<file path="src/rtl/mlp_conv_pkg.sv">
// Shared types and constants for the mlp_conv pipeline (weight_store -> conv_window_mac).
// Holds element/dimension constants, the MAC state enum and the R/S clamp helper.
package mlp_conv_pkg;

   localparam int ELEM_WIDTH    = 8;
   localparam int MAX_DIM       = 5;
   localparam int ROW_SUM_WIDTH = 19;

   typedef enum logic [1:0] {
      IDLE  = 2'd0,
      RUN   = 2'd1,
      DRAIN = 2'd2
   } mac_state_t;

   // Zero-sized filters behave as 1; anything beyond the hardware maximum saturates.
   function automatic logic [3:0] clamp_dim(input logic [3:0] dim);
      if (dim == 4'd0) return 4'd1;
      if (dim > 4'(MAX_DIM)) return 4'(MAX_DIM);
      return dim;
   endfunction

endpackage

</file>
<file path="src/rtl/row_dot5.sv">
// Combinational signed dot product of two packed rows, elements k >= dim_s masked to zero.
// Element k of each row sits at bits [BUFFER_WIDTH-1-ELEM_WIDTH*k -: ELEM_WIDTH].
module row_dot5
   import mlp_conv_pkg::*;
#(
   parameter int BUFFER_WIDTH = 40
) (
   input  logic [BUFFER_WIDTH-1:0]         row_a,
   input  logic [BUFFER_WIDTH-1:0]         row_b,
   input  logic [3:0]                      dim_s,
   output logic signed [ROW_SUM_WIDTH-1:0] row_sum
);

   logic signed [2*ELEM_WIDTH-1:0] prod [MAX_DIM];

   // NOTE: every variable written in always_comb gets a value before any branch, so no latch is inferred.
   always_comb begin
      row_sum = '0;
      for (int k = 0; k < MAX_DIM; k++) begin
         prod[k] = '0;
         if (k < int'(dim_s)) begin
            prod[k] = $signed(row_a[BUFFER_WIDTH-1-ELEM_WIDTH*k -: ELEM_WIDTH]) *
                      $signed(row_b[BUFFER_WIDTH-1-ELEM_WIDTH*k -: ELEM_WIDTH]);
         end
         row_sum = row_sum + ROW_SUM_WIDTH'(prod[k]);
      end
   end

endmodule

</file>
<file path="src/rtl/conv_window_mac.sv">
// Latches R filter rows from weight_store and emits one signed R x S window sum per window.
// Optional feature: define CONV_BIAS_EN to add a BIAS input that seeds every window's accumulator.
module conv_window_mac
   import mlp_conv_pkg::*;
#(
   parameter int BUFFER_WIDTH = 40,
   parameter int ACC_WIDTH    = 32
) (
   input  logic                    CLK,
   input  logic                    RESETN,
   input  logic [3:0]              PARAM_R,
   input  logic [3:0]              PARAM_S,
   input  logic                    W_FULL,
   input  logic [BUFFER_WIDTH-1:0] W_DATA_0,
   input  logic [BUFFER_WIDTH-1:0] W_DATA_1,
   input  logic [BUFFER_WIDTH-1:0] W_DATA_2,
   input  logic [BUFFER_WIDTH-1:0] W_DATA_3,
   input  logic [BUFFER_WIDTH-1:0] W_DATA_4,
`ifdef CONV_BIAS_EN
   input  logic [ACC_WIDTH-1:0]    BIAS,
`endif
   output logic                    W_DONE,
   input  logic                    IN_VALID,
   output logic                    IN_READY,
   input  logic [BUFFER_WIDTH-1:0] IN_DATA,
   input  logic                    IN_LAST,
   output logic                    OUT_VALID,
   input  logic                    OUT_READY,
   output logic [ACC_WIDTH-1:0]    OUT_DATA,
   output logic                    OUT_LAST
);

   mac_state_t                      state_q, state_d;
   logic [BUFFER_WIDTH-1:0]         w_rows [MAX_DIM];
   logic [3:0]                      r_dim, s_dim;
   logic [2:0]                      r_cnt;
   logic [ACC_WIDTH-1:0]            acc;
   logic [ACC_WIDTH-1:0]            acc_start, load_start, row_ext;
   logic signed [ROW_SUM_WIDTH-1:0] row_sum;
   logic                            load_w, retire, in_hs, out_hs, final_row;

   assign in_hs     = IN_VALID && IN_READY;
   assign out_hs    = OUT_VALID && OUT_READY;
   assign final_row = ({1'b0, r_cnt} == (r_dim - 4'd1));
   assign row_ext   = ACC_WIDTH'(row_sum);

   row_dot5 #(.BUFFER_WIDTH(BUFFER_WIDTH)) u_row_dot5 (
      .row_a   (w_rows[r_cnt]),
      .row_b   (IN_DATA),
      .dim_s   (s_dim),
      .row_sum (row_sum)
   );

`ifdef CONV_BIAS_EN
   logic [ACC_WIDTH-1:0] bias_q;

   assign acc_start  = bias_q;
   assign load_start = BIAS;

   always_ff @(posedge CLK or negedge RESETN) begin
      if (!RESETN) bias_q <= '0;
      else if (load_w) bias_q <= BIAS;
   end
`else
   assign acc_start  = '0;
   assign load_start = '0;
`endif

   // NOTE: sequential state uses non-blocking assignments so every register samples pre-edge values.
   always_ff @(posedge CLK or negedge RESETN) begin
      if (!RESETN) state_q <= IDLE;
      else         state_q <= state_d;
   end

   always_comb begin
      state_d  = state_q;
      IN_READY = 1'b0;
      load_w   = 1'b0;
      retire   = 1'b0;
      unique case (state_q)
         IDLE: begin
            if (W_FULL) begin
               load_w  = 1'b1;
               state_d = RUN;
            end
         end
         RUN: begin
            // Single-entry output register: only stall while a result sits unaccepted.
            IN_READY = !OUT_VALID || OUT_READY;
            if (IN_VALID && IN_READY && final_row && IN_LAST) state_d = DRAIN;
         end
         DRAIN: begin
            if (out_hs) begin
               retire  = 1'b1;
               state_d = IDLE;
            end
         end
         default: state_d = IDLE;
      endcase
   end

   always_ff @(posedge CLK or negedge RESETN) begin
      if (!RESETN) begin
         // NOTE: the five weight rows are few and must read as cleared after reset, so they are reset explicitly.
         for (int k = 0; k < MAX_DIM; k++) w_rows[k] <= '0;
         r_dim     <= '0;
         s_dim     <= '0;
         r_cnt     <= '0;
         acc       <= '0;
         W_DONE    <= 1'b0;
         OUT_VALID <= 1'b0;
         OUT_DATA  <= '0;
         OUT_LAST  <= 1'b0;
      end else begin
         W_DONE <= retire;
         if (load_w) begin
            w_rows[0] <= W_DATA_0;
            w_rows[1] <= W_DATA_1;
            w_rows[2] <= W_DATA_2;
            w_rows[3] <= W_DATA_3;
            w_rows[4] <= W_DATA_4;
            r_dim     <= clamp_dim(PARAM_R);
            s_dim     <= clamp_dim(PARAM_S);
            acc       <= load_start;
         end else if (retire) begin
            for (int k = 0; k < MAX_DIM; k++) w_rows[k] <= '0;
         end

         if (out_hs) OUT_VALID <= 1'b0;

         // A final-row handshake in the same cycle as an output handshake overwrites the old result.
         if (in_hs) begin
            if (final_row) begin
               OUT_DATA  <= acc + row_ext;
               OUT_VALID <= 1'b1;
               OUT_LAST  <= IN_LAST;
               acc       <= acc_start;
               r_cnt     <= '0;
            end else begin
               acc   <= acc + row_ext;
               r_cnt <= r_cnt + 3'd1;
            end
         end
      end
   end

endmodule

</file>
<file path="config.mk">
export PLATFORM = sky130hd
export DESIGN_NAME = conv_window_mac
export DESIGN_NICKNAME = d
export VERILOG_FILES = /design/src/rtl/mlp_conv_pkg.sv /design/src/rtl/row_dot5.sv /design/src/rtl/conv_window_mac.sv
export SDC_FILE = /design/constraint.sdc
export NUM_CORES = 1
export LEC_CHECK = 0
export CAP_MARGIN = 20
export CORE_ASPECT_RATIO = 1.2
export CORE_MARGIN = 5
export CORE_UTILIZATION = 35
export DETAILED_ROUTE_END_ITERATION = 6
export MAX_ROUTING_LAYER = met4
export SYNTH_ARGS = -nofsm -noshare
export SYNTH_HDL_FRONTEND = slang
export SYNTH_SLANG_ARGS = --single-unit
</file>
<file path="constraint.sdc">
create_clock -name CLK -period 11 [get_ports CLK]
set_input_delay 1.1 -clock CLK [delete_from_list [all_inputs] [get_ports CLK]]
set_output_delay 1.1 -clock CLK [all_outputs]
set_load 0.01 [all_outputs]
</file>
# == Yosys cells after proc, flatten, opt, wreduce, memory -nomap -nowiden ==
# Index checks and enable logic that the tools add are counted.
# totals
word_cells,99
memories,0
latch_bits,0
ff_bits,280
out_inout_bits,36
ramBits,0
inputBits,254
mem_bits_ro,0
# classes
add_sub_neg,7
multipliers,5
bitwise,1
shift,0
reduce_logical,14
div,0
mux,44
magnitude_cmp,8
n_eq_ne,6
# op_table
cell,n
$mux 200,2
$bmux 40 s3,1
$mux 32,3
$mul 8x8->16,5
$mux 16,5
$mux 40,2
$add 19x16->19,2
$add 32x32->32,1
$mux 4,8
$add 17x16->18,1
$mux 1,18
$add 16x16->17,1
$gt 4x3->1 const B,2
$logic_not 4->1,2
$lt 1x4->1 const A,2
$lt 2x4->1 const A,2
$mux 2,3
$ne 2x2->1 const B,3
$pmux 2 s3,1
$logic_and 1x1->1,5
$eq 3x4->1,1
$ge 4x4->1 const B,1
$lt 3x4->1 const A,1
$not 3->4,1
11 further kinds,12

# == Longest topological paths before layout ==
# Gate-level depths: netlist (run 1).
# logic_depth
depth_word,13
mapped_depth,52
mapped_depth_nobuf,49

# == Cells and area by module ==
# A second synthesis (run 1) with hierarchy kept.
# unflattened
cells_unflattened,2853
hier_area_um2,27906.8
# by_module_without_submodules
mod,seq_area_each_um2,area_per_inst_um2,instances,cells_each
row_dot5,0.0,14705.4,1,1682
conv_window_mac,7006.7,13201.4,1,1171

# == Worst setup path after synthesis (run 1) ==
# Ideal clock, no wire load.
# synth_path
kind,register to register
startpoint,register r_cnt[0]
endpoint,register OUT_DATA[28]
period_less_slack_ns,11.039
path_buffers,3
setup_time_ns,0.125
path_stages_with_launch,48
required_time_ns,10.875
arrival_ns,10.914
path_slack_ns,-0.039
path_cell_list,dfrtp_1 -> clkbuf_1 -> buf_1 -> buf_1 -> mux2i_1 -> o22ai_1 -> and2_1 -> fa_1 -> inv_1 -> fa_1 -> inv_1 -> fa_1 -> inv_1 -> fa_1 -> inv_1 -> ha_1 -> inv_1 -> o21bai_1 -> [12 not listed] -> fa_1 -> inv_1 -> ha_1 -> inv_1 -> o21bai_1 -> a21oi_1 -> o21ai_0 -> xnor2_1 -> inv_1 -> ha_1 -> and2_1 -> and3_1 -> and2_1 -> a32oi_1 -> nand2_1 -> a311oi_1 -> xnor2_1 -> mux2_2
# synth_via
elab_chain_cells,11
elab_cells_between_ends,21
cone_classes,5 x add/sub; 5 x mul; 1 x eq/ne; 8 x mux; 1 x bitwise; 1 x reduce/logical
# synth_rtl
element,line,rtl
from (decl),conv_window_mac.sv:36,logic [2:0] r_cnt;
from (signal assigned),conv_window_mac.sv:141,r_cnt <= r_cnt + 3'd1;
$not 3->4 (implied by the code),conv_window_mac.sv:48,".row_a (w_rows[r_cnt]),"
$bmux 40 s3,conv_window_mac.sv:48,
$mux 40 (implied by the code) (2 in series),conv_window_mac.sv:48,
$mul 8x8->16,row_dot5.sv:22,prod[k] = $signed(row_a[BUFFER_WIDTH-1-ELEM_WIDTH*k -: ELEM_WIDTH]) *
$mux 16,row_dot5.sv:21,if (k < int'(dim_s)) begin
$add 16x16->17,row_dot5.sv:25,row_sum = row_sum + ROW_SUM_WIDTH'(prod[k]);
$add 17x16->18,row_dot5.sv:25,
$add 19x16->19 (2 in series),row_dot5.sv:25,
$add 32x32->32,conv_window_mac.sv:134,OUT_DATA <= acc + row_ext;
to (signal assigned),conv_window_mac.sv:134,
to (decl),conv_window_mac.sv:29,"output logic [ACC_WIDTH-1:0] OUT_DATA,"
# Several ways; a longest one is shown, not always the timed one. The select of a mux whose other input is x is not followed.
# A chain may end at the register's enable or synchronous reset.

# == Final worst setup path (run 1) ==
# layout_path
startpoint,register r_cnt[2]
endpoint,register OUT_DATA[22]
# The elaborated chain is that of the path after synthesis.

==> impl_metrics.tcl, run 1 <==
set metrics [dict create \
    cts_htree_levels 2 \
    synth-edff-count 0 \
    cts_buffer_depth 3 \
    globalRoute.totalOverflow 0 \
    outcome "finished clean" \
    gr-usage-all-layers 0.1920 \
    leading_cell_types_in_the_layout_fill_and_taps_excluded "inv_1, fa_1, clkdlybuf4s50_1, dfrtp_1, nand2_1" \
    via_count 21790 \
    holdCritPathClass "reg2reg" \
    ctsRootBufferMaster "clkbuf_16" \
    cts_made_buffers 34 \
    slowest_delay_ns 0.57 \
    critical-path-slowest-cell "fa_1" \
    cts_tree "yes" \
    design.die.area_um2 85060 \
    timing.critical_path.buf_inv 12 \
    worstSetupStartpointType "flip-flop" \
    synth_seq_cells 280 \
    drt_pass1_iterations 5 \
    criticalPathCategory "reg2reg" \
    top_family_by_delay_on_critical_path "adder cells" \
    syn2layout_area_growth_pct 27.73 \
    cell_area_after_synthesis_um2 27760 \
    finalSetupViolCount 0 \
    path_common_cell "buf_4" \
    wire_length_of_the_first_global_routing_pass_um 127200 \
    core_area_um2 78890 \
    final-max-slew-violation-count 0 \
    io-pin-count 290 \
    yosys_most_used_dff "dfrtp_1" \
    floorplan.initialDensity 0.3518 \
    syn-mean-instance-area_um2 9.628 \
    routed_wire_length_per_instance_um 18.33 \
    seq_area_um2 7013 \
    critPathCaptureType "flip-flop" \
    report.final.hold_viol_count 0 \
    cp.arrival_ns 10.97 \
    yosys_warnings 0 \
    detail_route.iter0.violations 960 \
    gpl.final_weighted_congestion 0.8814 \
    netlist-cell-type-count 56 \
    synthesis.nets 3664 \
    fin_worst_skew_ns 0.03153 \
    period_share 0.9569 \
    final_common_cell "inv_1" \
    clock_sinks 280 \
    detailed_place_hpwl_um 64920 \
    worst_ep_required_time_ns 11.44 \
    synth_async_sr_flop_share 1.000 \
    timing.final.crit_period_ns 10.53 \
    maxCapViolCount 0 \
    fmax_ghz 0.09500 \
    nNetsFinal 4130 \
    routed_via_density 4.934 \
    netlist_instances 2883 \
    first_global_vias 23090 \
    share_of_post_route_cells_with_drive_strength_above_1 0.1289 \
    ant_nets 0 \
    place.port_buffers 289 \
    worst_pin_slew_ns 1.264 \
    setup_total_negative_slack_ns 0 \
    routed_wl_um 80960 \
    max-slew-margin-rel 0.1572 \
    worst_skew_late_latency_ns 0.58 \
    clkSlewWorstSetupHoldPaths_ns 0.06 \
    pin_count_of_the_biggest_net_entering_global_routing 205 \
    floorplan.die.width_um 267.1 \
    crit_path_max_fanout 8 \
    drcViolationCount 0 \
    antenna_violations_before_repair 8 \
    die_height_um 318.5 \
    multi_input_area_um2 19250 \
    final_layout_fill_cell_count 7688 \
    synth_seq_area_share 0.2524 \
    core.rowCount 113 \
]
[stage by stage]
step / util / std cells / setup slack (ns) / hold WS (ns) / area [um^2]
final: 0.4494 / 4417 / 0.4736 / 0.4762 / 35450
after global routing: 0.4494 / 4417 / -0.09204 / 0.5013 / 35450
after CTS: 0.4380 / 4388 / 0.007415 / 0.4799 / 34560
after detailed placement: 0.4226 / 4326 / -0.2123 / 0.4635 / 33340
after global placement: 0.4226 / 4326 / -0.02595 / 0.4583 / 33340
after floorplan: - / 2883 / 0.04812 / 0.4551 / 27760
[cell usage after synthesis, types with 5 or more instances]
cell / number / area share
inv_1: 488 / 0.066
fa_1: 312 / 0.23
dfrtp_1: 280 / 0.25
nand2_1: 270 / 0.037
a22o_1: 227 / 0.072
ha_1: 215 / 0.097
and2_1: 179 / 0.040
a21oi_1: 129 / 0.023
xnor2_1: 106 / 0.033
nor2_1: 100 / 0.014
mux2i_1: 79 / 0.028
clkbuf_1: 74 / 0.010
o21ai_0: 60 / 0.011
o22ai_1: 39 / 0.0088
nand2b_1: 35 / 0.0079
xor2_1: 34 / 0.011
o21bai_1: 29 / 0.0078
a21o_1: 26 / 0.0070
nor3_1: 25 / 0.0045
buf_1: 24 / 0.0032
nor2b_1: 17 / 0.0038
o21a_1: 14 / 0.0038
nand3_1: 13 / 0.0023
and3_1: 10 / 0.0023
mux2_2: 9 / 0.0037
a211oi_1: 8 / 0.0022
a31oi_1: 8 / 0.0018
o211ai_1: 7 / 0.0019
o21ai_1: 7 / 0.0013
or2_2: 6 / 0.0014
a211o_1: 5 / 0.0016
o31ai_1: 5 / 0.0014
or3_1: 5 / 0.0011
[area by class of cell]
| type | count | share of cell area |
|---|---|---|
| clock buffer | 50 | 0.02767 |
| inverter | 488 | 0.05167 |
| sequential | 280 | 0.1978 |
| multi-input combinational | 2017 | 0.5431 |
| antenna | 7 | 0.0004941 |
| timing repair buffer | 528 | 0.1374 |
| tap | 1035 | 0.03653 |
| clock inverter | 12 | 0.005364 |
[tightest hold or removal path, stage by stage, from the launching register on]
cell and delay, ns:
dfrtp_1 0.34, nand2_1 0.05, nand2_1 0.05
[sequential cells by signal (all words and copies together) (netlist names)]
register / flops
OUT_LAST: 1
s_dim: 4
w_rows: 200
OUT_VALID: 1
r_dim: 4
state_q: 2
acc: 32
r_cnt: 3
OUT_DATA: 32
W_DONE: 1
[what timing repair did]
action,4_1_cts,5_1_grt
hold buffers,0,0
resized for setup,12,128
setup buffers,0,21
cloned,0,1
endpoints found under the setup margin,17,26
pin swaps,2,73
[worst paths after layout]
kind                       slack (ns)                      from  cells past startpoint                       end
hold reg to reg                  0.48  OUT_DATA[13]$_DFFE_PN0P_                      2  OUT_DATA[13]$_DFFE_PN0P_
setup reg to reg                 0.47      r_cnt[2]$_DFFE_PN0P_                     51  OUT_DATA[22]$_DFFE_PN0P_
setup / recovery                 0.47      r_cnt[2]$_DFFE_PN0P_                     51  OUT_DATA[22]$_DFFE_PN0P_
min in group asynchronous        0.63                    RESETN                      1   w_rows[132]$_DFFE_PN0P_
max in group asynchronous        8.78                    RESETN                      2      r_cnt[0]$_DFFE_PN0P_
hold / removal                   0.48  OUT_DATA[13]$_DFFE_PN0P_                      2  OUT_DATA[13]$_DFFE_PN0P_
[per-layer routing]
layer | track usage | routed length [um] | share of wire
met5 | - | 0 | 0
met4 | 0.03962 | 1538 | 0.019
met3 | 0.02550 | 3053 | 0.038
met2 | 0.3417 | 42400 | 0.52
met1 | 0.2339 | 33970 | 0.42
[cells by family after synthesis]
| logic type | Yosys count | synth area share |
|---|---|---|
| xor gates and xnor gates | 140 | 0.04418 |
| AOI/OAI and AO/OA | 588 | 0.1514 |
| DFF | 280 | 0.2524 |
| adders and majority gates | 527 | 0.3219 |
| muxes | 90 | 0.03376 |
| and+or+nand+nor | 672 | 0.1171 |
| buffers and inverters | 586 | 0.07925 |
Power of run 1 is not shown: default switching activity piles up to over one toggle a cycle in this logic, so the estimate is an artifact.
==> run 2: changes to the inputs <==
--- a/config.mk
+++ b/config.mk
@@ -13,4 +13,5 @@
 export MAX_ROUTING_LAYER = met4
 export SYNTH_ARGS = -nofsm -noshare
 export SYNTH_HDL_FRONTEND = slang
+export SYNTH_HIERARCHICAL = 1
 export SYNTH_SLANG_ARGS = --single-unit
==> impl_metrics.tcl, run 2 <==
set metrics [dict create \
    outcome "finished clean" \
    cell_area_after_synthesis_um2 27910 \
    place.port_buffers 289 \
    core_area_um2 79180 \
    routed_wl_um 76640 \
    worst_skew_late_latency_ns 0.59 \
    antenna_violations_before_repair 13 \
    largest-register "w_rows" \
    cts_buffer_depth 3 \
    die_height_um 319.3 \
    critPathCaptureType "flip-flop" \
    synth_async_sr_flop_share 1.000 \
    gpl.final_weighted_congestion 0.8831 \
    ff2ff_path_depth 42 \
    largest_reg_flops 200 \
    synthesis.nets 3630 \
    criticalPathCategory "reg2reg" \
    clock_sinks 280 \
    syn-mean-instance-area_um2 9.782 \
    detail_route.iter0.violations 1210 \
    cts_tree "yes" \
    whs_path_depth 2 \
    fin_worst_skew_ns 0.03906 \
    cts_htree_levels 1 \
    synth-edff-count 0 \
    floorplan.die.width_um 267.8 \
    netlist_instances 2853 \
    holdCritPathClass "reg2reg" \
    via_count 20980 \
    worstSetupStartpointType "flip-flop" \
    detailed_place_hpwl_um 61280 \
    cts_hold_buf 0 \
    synth_seq_area_share 0.2511 \
    nNetsFinal 3931 \
    netlist-cell-type-count 80 \
    yosys_warnings 6 \
    yosys_most_used_dff "dfrtp_1" \
    leading_cell_types_in_the_layout_fill_and_taps_excluded "inv_1, fa_1, clkdlybuf4s50_1, dfrtp_1, a22o_1" \
    drcViolationCount 0 \
    worst_ep_required_time_ns 11.47 \
    clkSlewWorstSetupHoldPaths_ns 0.07 \
    timing.final.crit_period_ns 10.52 \
    synth_largest_type_area_fraction 0.2511 \
    fmax_ghz 0.09507 \
    finalSetupViolCount 0 \
    postLayoutCoreUtil 0.4232 \
    globalRoute.totalOverflow 0 \
    layout_top_registers "w_rows: 200 flops, OUT_DATA: 32 flops, acc: 32 flops" \
    final-max-slew-violation-count 0 \
    core.rowCount 113 \
    ctsRootBufferMaster "clkbuf_16" \
    post_synth_most_frequent_cells "inv_1, fa_1, dfrtp_1, a22o_1, nand2_1" \
    max-slew-margin-rel 0.3096 \
    slowest_delay_ns 0.53 \
    routed_via_density 4.966 \
    cp.arrival_ns 10.99 \
    first_global_vias 22210 \
    worst_pin_slew_ns 1.036 \
    cts_made_buffers 29 \
    pin_count_of_the_biggest_net_entering_global_routing 167 \
    critical-path-slowest-cell "fa_1" \
    share_of_post_route_cells_with_drive_strength_above_1 0.06049 \
    gr-usage-all-layers 0.1823 \
    synthTopCellsByArea "dfrtp_1, fa_1, ha_1, a22o_1, inv_1" \
    final_layout_fill_cell_count 7726 \
    floorplan.initialDensity 0.3525 \
    post-synth-top-area-cell "dfrtp_1" \
    final_common_cell "inv_1" \
    ant_nets 0 \
    path_common_cell "fa_1" \
    maxCapViolCount 0 \
    multi_input_area_um2 18920 \
    syn2layout_area_growth_pct 20.06 \
    drt_pass1_iterations 5 \
    routed_wire_length_per_instance_um 18.14 \
    crit_path_max_fanout 17 \
    period_share 0.9562 \
    design.die.area_um2 85500 \
    yosys.cell_count.top_type "inv_1" \
    synth_seq_cells 280 \
    report.final.hold_viol_count 0 \
    io-pin-count 290 \
    seq_area_um2 7013 \
    wire_length_of_the_first_global_routing_pass_um 123100 \
]
==> run 2: logic make-up (layout without fill, tap and decap cells) <==
group / after synthesis / after routing / share of synthesized area
AND/OR/NAND/NOR: 686 / 686 / 0.1214
adder cells (fa/ha/maj): 523 / 523 / 0.3222
XOR/XNOR: 114 / 114 / 0.03578
flip-flops: 280 / 280 / 0.2511
other: 0 / 15 / 0
buffers and inverters: 555 / 876 / 0.07573
AO/OA/AOI/OAI: 604 / 604 / 0.1603
multiplexers: 91 / 91 / 0.03358
==> run 2: metrics by stage <==
stage	worst slack (ns)	cells	instance area, um^2	TNS [ns]	hold WS, ns
final	0.4815	4224	33510	0	0.4763
after global routing	-0.03273	4222	33500	-0.04849	0.5071
after CTS	0.05244	4201	33320	0	0.4788
after detailed placement	-0.09151	4150	32370	-0.2578	0.4631
after global placement	0.09790	4150	32370	0	0.4608
after floorplan	0.6661	2853	27910	0	0.4551
==> run 2: timing repair <==
action | CTS | global route
buffers inserted | 0 | 8
gates resized for setup | 0 | 16
setup endpoints to repair | 0 | 18
==> run 2: worst max-delay path, delay by kind of cell (launching register included) <==
| kind | cells | cell delay, ns |
|---|---|---|
| adders and majority gates | 10 | 4.31 |
| muxes | 1 | 0.21 |
| DFF | 1 | 0.44 |
| AOI/OAI and AO/OA | 16 | 3.22 |
| buffers and inverters | 8 | 1.05 |
| and+or+nand+nor | 5 | 0.86 |
| xor gates and xnor gates | 2 | 0.34 |
==> run 2: path summary, 6_finish.rpt <==
path                                         start                       to  slack (ns)
setup / recovery              r_cnt[2]$_DFFE_PN0P_      acc[31]$_DFFE_PN0P_        0.48
hold / removal             OUT_DATA[1]$_DFFE_PN0P_  OUT_DATA[1]$_DFFE_PN0P_        0.48
setup reg to reg              r_cnt[2]$_DFFE_PN0P_      acc[31]$_DFFE_PN0P_        0.48
hold reg to reg            OUT_DATA[1]$_DFFE_PN0P_  OUT_DATA[1]$_DFFE_PN0P_        0.48
max in group asynchronous                   RESETN   w_rows[94]$_DFFE_PN0P_        8.84
min in group asynchronous                   RESETN  w_rows[113]$_DFFE_PN0P_        0.61
==> run 2: routing by layer <==
metal / wire length (um) / share of wire / vias to the layer above / GRT usage
li1: - / - / 10110 / -
met1: 34430 / 0.45 / 10430 / 0.2429
met2: 37420 / 0.49 / 380 / 0.2987
met3: 3529 / 0.046 / 58 / 0.02799
met4: 1269 / 0.017 / 0 / 0.03602
met5: 0 / 0 / - / -
==> run 2: cell type report <==
| type | count | share of cell area |
|---|---|---|
| sequential | 280 | 0.2093 |
| multi-input combinational | 2018 | 0.5645 |
| timing repair buffer | 368 | 0.1068 |
| antenna | 15 | 0.001120 |
| clock inverter | 8 | 0.003062 |
| tap | 1035 | 0.03865 |
| clock buffer | 43 | 0.02532 |
| inverter | 457 | 0.05120 |
Power of run 2 is left out for the same reason.
